### src/rtl/hazard_ctrl.sv
// hazard_ctrl -- hazard and stall controller for the 16-bit five-stage core.
//
// Drives the EX-stage operand forwarding selects and the write-enable and flush
// inputs of the pipeline registers. Responds to data-memory freezes, taken
// branches, load-use hazards and instruction-fetch stalls, in that priority.
// Keeps a pending-redirect flag for a branch whose target fetch has to wait on
// a busy instruction memory. Also keeps two saturating performance counters.
//
// Ports:
//   clk, rst_n                     core clock, asynchronous active-low reset
//   id_rs, id_rt                   sources of the instruction in ID
//   ex_rs, ex_rt, ex_rd            sources and destination of the instruction in EX
//   ex_memread                     EX instruction is a load
//   mem_rd, mem_regwrite           MEM-stage destination and write flag
//   wb_rd, wb_regwrite             WB-stage destination and write flag
//   branch_taken                   EX resolved a taken branch or jump
//   imem_busy, dmem_busy           memory-busy indications
//   cnt_clr                        synchronous clear of both counters
//   ForwardA, ForwardB             00 regfile, 01 WB data, 10 MEM ALU result
//   pc_we .. exmem_we              pipeline-register write enables
//   ifid_flush .. memwb_flush      bubble insertion
//   stall_cnt, flush_cnt           cycles with pc_we=0, counted branch flushes
module hazard_ctrl #(
    parameter int NREG_BITS = 4,
    parameter int CNT_W     = 16
) (
    input  logic                 clk,
    input  logic                 rst_n,
    input  logic [NREG_BITS-1:0] id_rs,
    input  logic [NREG_BITS-1:0] id_rt,
    input  logic [NREG_BITS-1:0] ex_rs,
    input  logic [NREG_BITS-1:0] ex_rt,
    input  logic [NREG_BITS-1:0] ex_rd,
    input  logic                 ex_memread,
    input  logic [NREG_BITS-1:0] mem_rd,
    input  logic                 mem_regwrite,
    input  logic [NREG_BITS-1:0] wb_rd,
    input  logic                 wb_regwrite,
    input  logic                 branch_taken,
    input  logic                 imem_busy,
    input  logic                 dmem_busy,
    input  logic                 cnt_clr,
    output logic [1:0]           ForwardA,
    output logic [1:0]           ForwardB,
    output logic                 pc_we,
    output logic                 ifid_we,
    output logic                 idex_we,
    output logic                 exmem_we,
    output logic                 ifid_flush,
    output logic                 idex_flush,
    output logic                 memwb_flush,
    output logic [CNT_W-1:0]     stall_cnt,
    output logic [CNT_W-1:0]     flush_cnt
);

    typedef enum logic [1:0] {RUN, DSTALL, ISTALL} state_t;

    state_t          state_reg, state_next;
    logic            redirect_pending_reg, redirect_pending_next;
    logic            branch_seen_reg, branch_seen_next;
    logic [1:0]      fwd_a_hold_reg, fwd_b_hold_reg;
    logic [CNT_W-1:0] stall_cnt_reg, flush_cnt_reg;

    logic [1:0] fwd_a_live, fwd_b_live;
    logic       load_use, branch_eff, flush_event, fwd_frozen;

    // MEM has priority over WB. A destination of r0 is never forwarded.
    function automatic logic [1:0] fwd_sel(
        input logic [NREG_BITS-1:0] src,
        input logic [NREG_BITS-1:0] m_rd,
        input logic                 m_we,
        input logic [NREG_BITS-1:0] w_rd,
        input logic                 w_we
    );
        if (m_we && m_rd != '0 && m_rd == src)
            return 2'b10;
        else if (w_we && w_rd != '0 && w_rd == src)
            return 2'b01;
        else
            return 2'b00;
    endfunction

    assign fwd_a_live = fwd_sel(ex_rs, mem_rd, mem_regwrite, wb_rd, wb_regwrite);
    assign fwd_b_live = fwd_sel(ex_rt, mem_rd, mem_regwrite, wb_rd, wb_regwrite);

    // From the second busy cycle on, MEM/WB no longer hold what the frozen EX
    // instruction was paired with, so the selects are replayed from the
    // first frozen cycle.
    assign fwd_frozen = dmem_busy && (state_reg == DSTALL);
    assign load_use   = ex_memread && (ex_rd != '0) && (ex_rd == id_rs || ex_rd == id_rt);
    // A branch observed during a freeze is remembered until the freeze lifts.
    assign branch_eff = branch_taken || branch_seen_reg;

    always_comb begin
        pc_we                 = 1'b1;
        ifid_we               = 1'b1;
        idex_we               = 1'b1;
        exmem_we              = 1'b1;
        ifid_flush            = 1'b0;
        idex_flush            = 1'b0;
        memwb_flush           = 1'b0;
        ForwardA              = fwd_frozen ? fwd_a_hold_reg : fwd_a_live;
        ForwardB              = fwd_frozen ? fwd_b_hold_reg : fwd_b_live;
        flush_event           = 1'b0;
        redirect_pending_next = redirect_pending_reg;
        branch_seen_next      = 1'b0;
        state_next            = dmem_busy ? DSTALL : (imem_busy ? ISTALL : RUN);

        if (dmem_busy) begin
            pc_we            = 1'b0;
            ifid_we          = 1'b0;
            idex_we          = 1'b0;
            exmem_we         = 1'b0;
            memwb_flush      = 1'b1;
            ifid_flush       = redirect_pending_reg;
            branch_seen_next = branch_eff;
        end else if (branch_eff) begin
            ifid_flush = 1'b1;
            idex_flush = 1'b1;
            // A branch repeated while a redirect is already pending is the
            // same redirect, so it is not counted again.
            flush_event = !redirect_pending_reg;
            if (imem_busy) begin
                pc_we                 = 1'b0;
                redirect_pending_next = 1'b1;
            end else begin
                redirect_pending_next = 1'b0;
            end
        end else begin
            if (load_use) begin
                pc_we      = 1'b0;
                ifid_we    = 1'b0;
                idex_flush = 1'b1;
            end else if (imem_busy) begin
                pc_we      = 1'b0;
                ifid_flush = 1'b1;
            end
            // The fetch returning in the clearing cycle is still wrong-path.
            if (redirect_pending_reg) begin
                ifid_flush = 1'b1;
                if (!imem_busy) begin
                    pc_we                 = 1'b1;
                    redirect_pending_next = 1'b0;
                end
            end
        end

        // Reset forces the safe pipeline state immediately, not at the next edge.
        if (!rst_n) begin
            pc_we       = 1'b0;
            ifid_we     = 1'b0;
            idex_we     = 1'b0;
            exmem_we    = 1'b0;
            ifid_flush  = 1'b1;
            idex_flush  = 1'b1;
            memwb_flush = 1'b1;
            ForwardA    = 2'b00;
            ForwardB    = 2'b00;
        end
    end

    always_ff @(posedge clk or negedge rst_n) begin
        if (!rst_n) begin
            state_reg            <= RUN;
            redirect_pending_reg <= 1'b0;
            branch_seen_reg      <= 1'b0;
            fwd_a_hold_reg       <= 2'b00;
            fwd_b_hold_reg       <= 2'b00;
            stall_cnt_reg        <= '0;
            flush_cnt_reg        <= '0;
        end else begin
            state_reg            <= state_next;
            redirect_pending_reg <= redirect_pending_next;
            branch_seen_reg      <= branch_seen_next;
            fwd_a_hold_reg       <= ForwardA;
            fwd_b_hold_reg       <= ForwardB;
            if (cnt_clr) begin
                stall_cnt_reg <= '0;
                flush_cnt_reg <= '0;
            end else begin
                if (!pc_we && stall_cnt_reg != '1)
                    stall_cnt_reg <= stall_cnt_reg + CNT_W'(1);
                if (flush_event && flush_cnt_reg != '1)
                    flush_cnt_reg <= flush_cnt_reg + CNT_W'(1);
            end
        end
    end

    assign stall_cnt = stall_cnt_reg;
    assign flush_cnt = flush_cnt_reg;

endmodule

### config.mk
export PLATFORM = sky130hd
export DESIGN_NAME = hazard_ctrl
export DESIGN_NICKNAME = d
export VERILOG_FILES = /design/src/rtl/hazard_ctrl.sv
export SDC_FILE = /design/constraint.sdc
export NUM_CORES = 1
export LEC_CHECK = 0
export ABC_CLOCK_PERIOD_IN_PS = 2200
export CAP_MARGIN = 25
export CORE_UTILIZATION = 40
export DETAILED_ROUTE_END_ITERATION = 16
export DONT_BUFFER_PORTS = 1
export PLACE_DENSITY_LB_ADDON = 0.08
export SETUP_SLACK_MARGIN = 0.05
export SYNTH_ARGS = -nofsm -noshare
export SYNTH_HDL_FRONTEND = slang
export SYNTH_SLANG_ARGS = --single-unit
### constraint.sdc
create_clock -name clk -period 2.2 [get_ports clk]
set_input_delay 0.44 -clock clk [delete_from_list [all_inputs] [get_ports clk]]
set_output_delay 0.44 -clock clk [all_outputs]
set_load 0.03 [all_outputs]
-- Word level (Yosys, flattened, before mapping)
Index checks and enable logic that the tools add are counted.
- bits in registers: 40
- word-level logic and storage cells: 82
- bits of input ports: 37
- output and inout bits: 43
- reductions and logical operators: 20
- eq/ne operators: 9
- multiplexer cells: 44
- add/sub/neg operators: 2
- operators with widths (cell ; count):
    $mux W16 ; 4
    $add A16 B1 Y16 const B ; 2
    $mux W1 ; 32
    $ne A16 B16 Y1 const B ; 2
    $eq A4 B4 Y1 ; 6
    $mux W2 ; 8
    $reduce_bool A4 Y1 ; 3
    $logic_and A1 B1 Y1 ; 11
    $reduce_bool A2 Y1 ; 2
    $eq A2 B1 Y1 const B ; 1
    $logic_not A1 Y1 ; 2
    $logic_or A1 B1 Y1 ; 2

-- Depth between registers and ports, before layout
Gate-level depths: netlist of the first run.
- word-level depth: 13
- gate-level depth with buffers: 8
- gate-level depth less buffers: 6

-- Worst setup path after synthesis of the first run
Ideal clock, no wire load.
- path kind: input-to-output
- start point: input port ex_rd[1]
- end point: output port idex_flush
- data arrival time: 1.849 ns
- data required time: 1.760 ns
- buffers on the path: 0
- stages: 6
- slack: -0.089 ns
- path through: xor2_1 > nor4_2 > nor2_1 > nor2_1 > nor3_1 > o21ai_0
- word-level cells in the longest chain between the ends: 7
- elaborated cells on any way between the ends: 10
- classes of those cells: eq/ne: 2; mux: 4; reduce/logical: 4
- ends and longest elaborated chain (element ; line ; source):
    start: declaration ; 33 ; input logic [NREG_BITS-1:0] ex_rd,
    $eq A4 B4 Y1 / $reduce_bool A4 Y1 (equally long branches) ; 90 ; assign load_use = ex_memread && (ex_rd != '0) && (ex_rd == id_rs || ex_rd == id_rt);
    $logic_or A1 B1 Y1 / $logic_and A1 B1 Y1 (equally long branches) ; 90 ;
    $logic_and A1 B1 Y1 * ; 90 ;
    $mux W1 * ; 130 ; if (load_use) begin
    $mux W1 * ; 117 ; end else if (branch_eff) begin
    $mux W1 * ; 109 ; if (dmem_busy) begin
    $mux W1 * ; 149 ; if (!rst_n) begin
    end: declaration ; 50 ; output logic idex_flush,
Every way passes the cells marked *; elsewhere a longest branch is shown, timed or not.

-- Final worst setup path of the first run
- start point: input port ex_rd[1]
- end point: output port ifid_flush
- word-level cells in the longest chain between the ends: 8
- elaborated cells on any way between the ends: 11
- classes of those cells: eq/ne: 2; mux: 5; reduce/logical: 4
- ends and longest elaborated chain (element ; line ; source):
    $eq A4 B4 Y1 / $reduce_bool A4 Y1 (equally long branches) ; 90 ;
    $logic_or A1 B1 Y1 / $logic_and A1 B1 Y1 (equally long branches) ; 90 ;
    $logic_and A1 B1 Y1 * ; 90 ;
    $mux W1 * ; 130 ;
    $mux W1 * ; 139 ; if (redirect_pending_reg) begin
    $mux W1 * ; 117 ;
    $mux W1 * ; 109 ;
    $mux W1 * ; 149 ;
    end: declaration ; 49 ; output logic ifid_flush,
Marked as above.

==> results.sh, run 1 <==
export IMPL_status="complete, no violations"
export IMPL_worst_pin_slew_ns=0.615
export IMPL_die_h_um=78.2
export IMPL_core_sq_um=5540
export IMPL_p_comb_share_pct=13.6
export IMPL_layout_nets=325
export IMPL_crit_required_ns=1.76
export IMPL_syn_area_per_cell_sq_um=9.51
export IMPL_final_setup_worst_slack_ns=0.226
export IMPL_ctsLongestPathBuffers=2
export IMPL_cts_htree_levels=2
export IMPL_power_internal_mw=1.09
export IMPL_insertedDiodeCount=0
export IMPL_drt_total_wl_mm=5.37
export IMPL_relSlewSlack_pct=58.8
export IMPL_rows=27
export IMPL_io_pins=80
export IMPL_dp_cells=349
export IMPL_grt_pass1_vias=1925
export IMPL_synth_compound_area_share_pct=14.8
export IMPL_drt_vias_per_instance=5.40
export IMPL_gp_congestion=0.713
export IMPL_synth_cell_types=40
export IMPL_seq_area_frac_synth_pct=43.1
export IMPL_finalCritPeriodShare_pct=89.7
export IMPL_muxShareOfSynthArea_pct=0.863
export IMPL_rsz0062_at_grt="false"
export IMPL_endpoint_kind="output pin"
export IMPL_rr_endpoint="flush_cnt[15]"
export IMPL_maxCapViolations=0
export IMPL_critical_path_class="input port to output pin"
export IMPL_timing_reg2reg_setup_slack_ns=0.23
export IMPL_crit_fanout=3
export IMPL_drtPass1Iterations=4
export IMPL_synth_edf_count=0
export IMPL_drt_iter0_markers=81
export IMPL_ir_drop_uv=333
export IMPL_portBuffers=0
export IMPL_grt_usage_pct=18.6
export IMPL_post_route_min_period_ns=1.97
export IMPL_netlist_area_sq_um=2320
export IMPL_fmax_ghz=0.507
export IMPL_initial_utilization_pct=41.9
export IMPL_r2r_start="redirect_pending_reg"
export IMPL_switchingPower_mw=0.370
export IMPL_start_kind="input port"
export IMPL_antenna_found_initial=0
export IMPL_synth_top_area_share_pct=43.1
export IMPL_crit_start="ex_rd[1]"
export IMPL_critPathArrivalTime_ns=1.53
export IMPL_setup_tns_ns=0
export IMPL_synth_simple_area_share_pct=23.7
export IMPL_multi_input_area_sq_um=1260
export IMPL_setup_violations=0
export IMPL_pre_cts_ws_ns=0.0752
export IMPL_endpoint="ifid_flush"
export IMPL_cts_buffers=5
export IMPL_synth_xor_area_share_pct=14.0
export IMPL_nFillCells=552
export IMPL_synth_largest_area_cell="dfrtp_1"
export IMPL_grt_overflow=0
export IMPL_holdPathStages=0
export IMPL_final_cell_mix="40 x dfrtp_1, 40 x buf_4, 34 x xor2_1"
export IMPL_drv_slew=0
export IMPL_utilization_pct=50.7
export IMPL_p_seq_share_pct=52.2
export IMPL_power_density_nw_per_um2=519
export IMPL_drive_gt1_share_pct=18.8
export IMPL_cts_root_buf="clkbuf_8"
export IMPL_syn_to_final_growth_pct=21.0
export IMPL_synth_cells=244
export IMPL_die_width_um=78.2
export IMPL_wl_per_cell_um=15.0
export IMPL_switching_share_pct=25.4
export IMPL_path_clk_slew_ns=0.08
export IMPL_drcViolationCount=0
export IMPL_synth_top_family_by_area="simple AND/OR/NAND/NOR gates"
export IMPL_cts_sinks=40
export IMPL_finalPower_mw=1.46
export IMPL_clk_latency_ns=0.29
export IMPL_vias=1938
export IMPL_dieArea_sq_um=6110
export IMPL_synthesis_nets=283
export IMPL_r2r_cells=5
export IMPL_antenna_left=0
export IMPL_hold_slack_ns=0.174
export IMPL_cts_tree="done"
export IMPL_grt_first_pass_wirelength_mm=8.95
export IMPL_place_hpwl_mm=3.84
export IMPL_finalHoldViolations=0
export IMPL_register_area_sq_um=1000
export IMPL_min_path_type="input port to flip-flop"
export IMPL_finalClockSkew_ns=0.00699
export IMPL_ys_ff_latch=40
export IMPL_yosys_area_share_adder_pct=1.08
export IMPL_final_area_sq_um=2810
export IMPL_yosys_warnings=0
export IMPL_post_cts_buffers=0
export IMPL_ys_flop_type="dfrtp_1"
export IMPL_p_leak_nw=1.21
export IMPL_async_reset_ff_share_pct=100
export IMPL_p_clk_share_pct=34.3
export IMPL_place_area_sq_um=2690
export IMPL_finalNonFillerCells=359
export IMPL_grt_max_degree=41
export IMPL_synth_top_cells_by_area="dfrtp_1 43%, xor2_1 13%, a21oi_1 3.9%"
-- worst min-delay path by stage --
stage | startpoint | slack, ns | end
6_report | dmem_busy | 0.17 | state_reg[0]
3_5_place_dp | rst_n | 0.15 | stall_cnt[3]
2_1_floorplan | rst_n | 0.14 | branch_seen_reg
3_3_place_gp | rst_n | 0.15 | stall_cnt[2]
4_1_cts | dmem_busy | 0.16 | state_reg[0]
5_1_grt | dmem_busy | 0.16 | state_reg[0]
-- synth_stat cells, types with 2 or more instances --
cell type / instances
o21ai_0: 14
and3_1: 7
dfrtp_1: 40
a211oi_1: 2
nor3_1: 4
xor2_1: 34
o41a_1: 2
nand2b_1: 2
nor4_2: 2
ha_1: 2
nand4_1: 5
clkbuf_1: 4
nand2_1: 14
o31ai_1: 4
a32oi_1: 2
nor2b_1: 5
and4_1: 4
or4_1: 4
or3_1: 11
buf_2: 2
xnor2_1: 3
mux2i_1: 2
a21oi_1: 18
nand3_1: 10
inv_1: 4
nor4_1: 6
nor2_1: 24
-- per-layer routing --
metal  vias up  part of all wire, %  GRT usage (%)
met5         -                    0              0
met4         0                  1.1           6.11
met3         5                  4.9           5.12
met2        40                   50           31.4
met1       927                   44           22.9
li1        966                    -              -
-- power by group through the flow --
stage | clock network, mW | logic, mW | registers (mW)
floorplan | 0 | 0.122 | 0.795
global placement | 0 | 0.177 | 0.774
detailed placement | 0 | 0.179 | 0.774
CTS | 0.524 | 0.201 | 0.760
global route | 0.548 | 0.218 | 0.761
finish | 0.499 | 0.197 | 0.760
-- worst max-delay path: stages --
cell and delay [ns]:
xor2_1 0.15, nor4_2 0.31, nor2_1 0.08, nor2_1 0.20, o21a_1 0.14, o21ai_1 0.05
buf_4 0.17
-- timing repair --
action                                  4_1_cts  5_1_grt
hold endpoints to repair                     40        0
gates resized for setup                       0        0
hold buffers                                  2        0
endpoints found under the setup margin        0        1
-- final cells by class --
cell class	instances	share of cell area [%]
sequential	40	35.7
clock buffer	8	3.21
tap	72	3.21
timing repair buffer	43	12.5
multi-input combinational	192	44.9
inverter	4	0.535
-- cell families (layout without fill, tap and decap cells) --
family,after synthesis,count (layout)
adder cells (fa/ha/maj),2,2
XOR/XNOR,37,37
AO/OA/AOI/OAI,50,50
flip-flops,40,40
AND/OR/NAND/NOR,101,101
buffers and inverters,12,55
multiplexers,2,2
No activity file was read; power rests on OpenSTA's default activity.
==> inputs of run 2 (changes only) <==
Settings changed: CORE_UTILIZATION 40 to 50.
==> run 2 against run 1 <==
  * Routed wire length decreased by 2.9%
  * Sequential power hardly changed
  * Sequential share of layout area barely moved
  * Final cell count is 4.7% lower
  * Largest power group unchanged
  * Register-to-register slack about the same
  * Highest routed layer unchanged
  * Clock skew down 0.0051 ns
==> results.sh, run 2 (synthesis results as in run 1) <==
export IMPL_die_width_um=70.1
export IMPL_insertedDiodeCount=0
export IMPL_switching_share_pct=25.9
export IMPL_cts_tree="done"
export IMPL_rsz0062_at_grt="true"
export IMPL_relSlewSlack_pct=66.7
export IMPL_crit_fanout=3
export IMPL_post_cts_buffers=0
export IMPL_drt_vias_per_instance=5.81
export IMPL_critical_path_class="input port to output pin"
export IMPL_multi_input_area_sq_um=1270
export IMPL_drt_total_wl_mm=5.21
export IMPL_cts_htree_levels=2
export IMPL_final_cell_mix="44 x buf_4, 40 x dfrtp_1, 34 x xor2_1"
export IMPL_core_sq_um=4410
export IMPL_cts_sinks=40
export IMPL_crit_required_ns=1.76
export IMPL_power_internal_mw=1.09
export IMPL_setup_violations=0
export IMPL_p_leak_nw=1.23
export IMPL_place_hpwl_mm=3.77
export IMPL_drtPass1Iterations=4
export IMPL_power_density_nw_per_um2=522
export IMPL_fmax_ghz=0.491
export IMPL_layout_nets=328
export IMPL_p_clk_share_pct=34.8
export IMPL_nFillCells=370
export IMPL_drive_gt1_share_pct=19.7
export IMPL_timing_reg2reg_setup_slack_ns=0.24
export IMPL_cp_slowest_stage_delay_ns=0.49
export IMPL_path_clk_slew_ns=0.07
export IMPL_p_comb_share_pct=13.4
export IMPL_syn_to_final_growth_pct=20.9
export IMPL_dieArea_sq_um=4920
export IMPL_cts_root_buf="clkbuf_8"
export IMPL_min_path_type="input port to flip-flop"
export IMPL_vias=1987
export IMPL_layout_commonest_cell="buf_4"
export IMPL_antenna_left=0
export IMPL_finalClockSkew_ns=0.00187
export IMPL_grt_max_degree=41
export IMPL_grt_usage_pct=22.3
export IMPL_status="complete, no violations"
export IMPL_drcViolationCount=0
export IMPL_finalCritPeriodShare_pct=92.6
export IMPL_portBuffers=0
export IMPL_post_route_min_period_ns=2.04
export IMPL_drt_iter0_markers=114
export IMPL_io_pins=80
export IMPL_grt_overflow=0
export IMPL_worst_pin_slew_ns=0.499
export IMPL_setup_tns_ns=0
export IMPL_crit_chain="o41ai_1 > nor4_1 > o21ai_1 > and2_1"
export IMPL_initial_utilization_pct=52.6
export IMPL_antenna_found_initial=0
export IMPL_cts_buffers=5
export IMPL_critPathArrivalTime_ns=1.60
export IMPL_gp_congestion=0.753
export IMPL_p_seq_share_pct=51.9
export IMPL_grt_first_pass_wirelength_mm=8.70
export IMPL_endpoint_kind="output pin"
export IMPL_finalHoldViolations=0
export IMPL_wl_per_cell_um=15.2
export IMPL_ir_drop_uv=355
export IMPL_finalPower_mw=1.46
export IMPL_die_h_um=70.1
export IMPL_clk_latency_ns=0.29
export IMPL_switchingPower_mw=0.379
export IMPL_drv_slew=0
export IMPL_register_area_sq_um=1000
export IMPL_ctsLongestPathBuffers=2
export IMPL_grt_pass1_vias=1921
export IMPL_maxCapViolations=0
export IMPL_rows=24
export IMPL_start_kind="input port"
export IMPL_slowest_stage="o41ai_1"
-- run 2: area by class of cell --
class / count / share of cell area, %
inverters: 4 / 0.535
flip-flops and latches: 40 / 35.7
multi-input cells: 192 / 45.4
well taps: 52 / 2.32
repair buffers: 46 / 12.8
clock buffers: 8 / 3.21
-- run 2: through the flow --
stage / cells / setup WS [ns] / area [sq um] / hold WS [ns] / utilization [%]
final: 342 / 0.164 / 2810 / 0.171 / 63.5
after CTS: 342 / 0.163 / 2790 / 0.165 / 63.3
after global placement: 332 / 0.117 / 2670 / 0.146 / 60.5
after floorplan: 244 / 0.0814 / 2320 / 0.144 / -
after detailed placement: 332 / 0.0540 / 2670 / 0.146 / 60.5
after global routing: 342 / 0.0155 / 2810 / 0.155 / 63.5
-- run 2: final timing paths --
path,from,to,cells past startpoint
max in group asynchronous,rst_n,flush_cnt[7],2
worst max register to register,flush_cnt[9],flush_cnt[15],6
worst min register to register,redirect_pending_reg,redirect_pending_reg,1
worst min-delay path,dmem_busy,state_reg[0],0
worst max-delay path,ex_rd[0],pc_we,4
min in group asynchronous,rst_n,stall_cnt[3],2
-- run 2: worst max-delay path: cells and delay by family --
| family | cells | cell delay, ns |
|---|---|---|
| AO/OA/AOI/OAI | 2 | 0.69 |
| AND/OR/NAND/NOR | 2 | 0.47 |
-- run 2: metal layers --
layer	global-route usage (%)	part of all wire, %
met4	5.56	0.90
met1	25.5	42
met3	7.65	6.9
met5	0	0
met2	39.7	50
-- run 2: timing repair --
action,4_1_cts,5_1_grt
hold buffers,2,0
gates resized for setup,0,1
hold endpoints to repair,40,0
endpoints found under the setup margin,0,3
-- run 2: power by group through the flow --
stage	Sequential [mW]	Clock, mW	Combinational, mW
3_3_place_gp	0.774	0	0.174
4_1_cts	0.759	0.518	0.197
5_1_grt	0.761	0.545	0.216
6_report	0.759	0.509	0.196
3_5_place_dp	0.774	0	0.175
2_1_floorplan	0.795	0	0.122
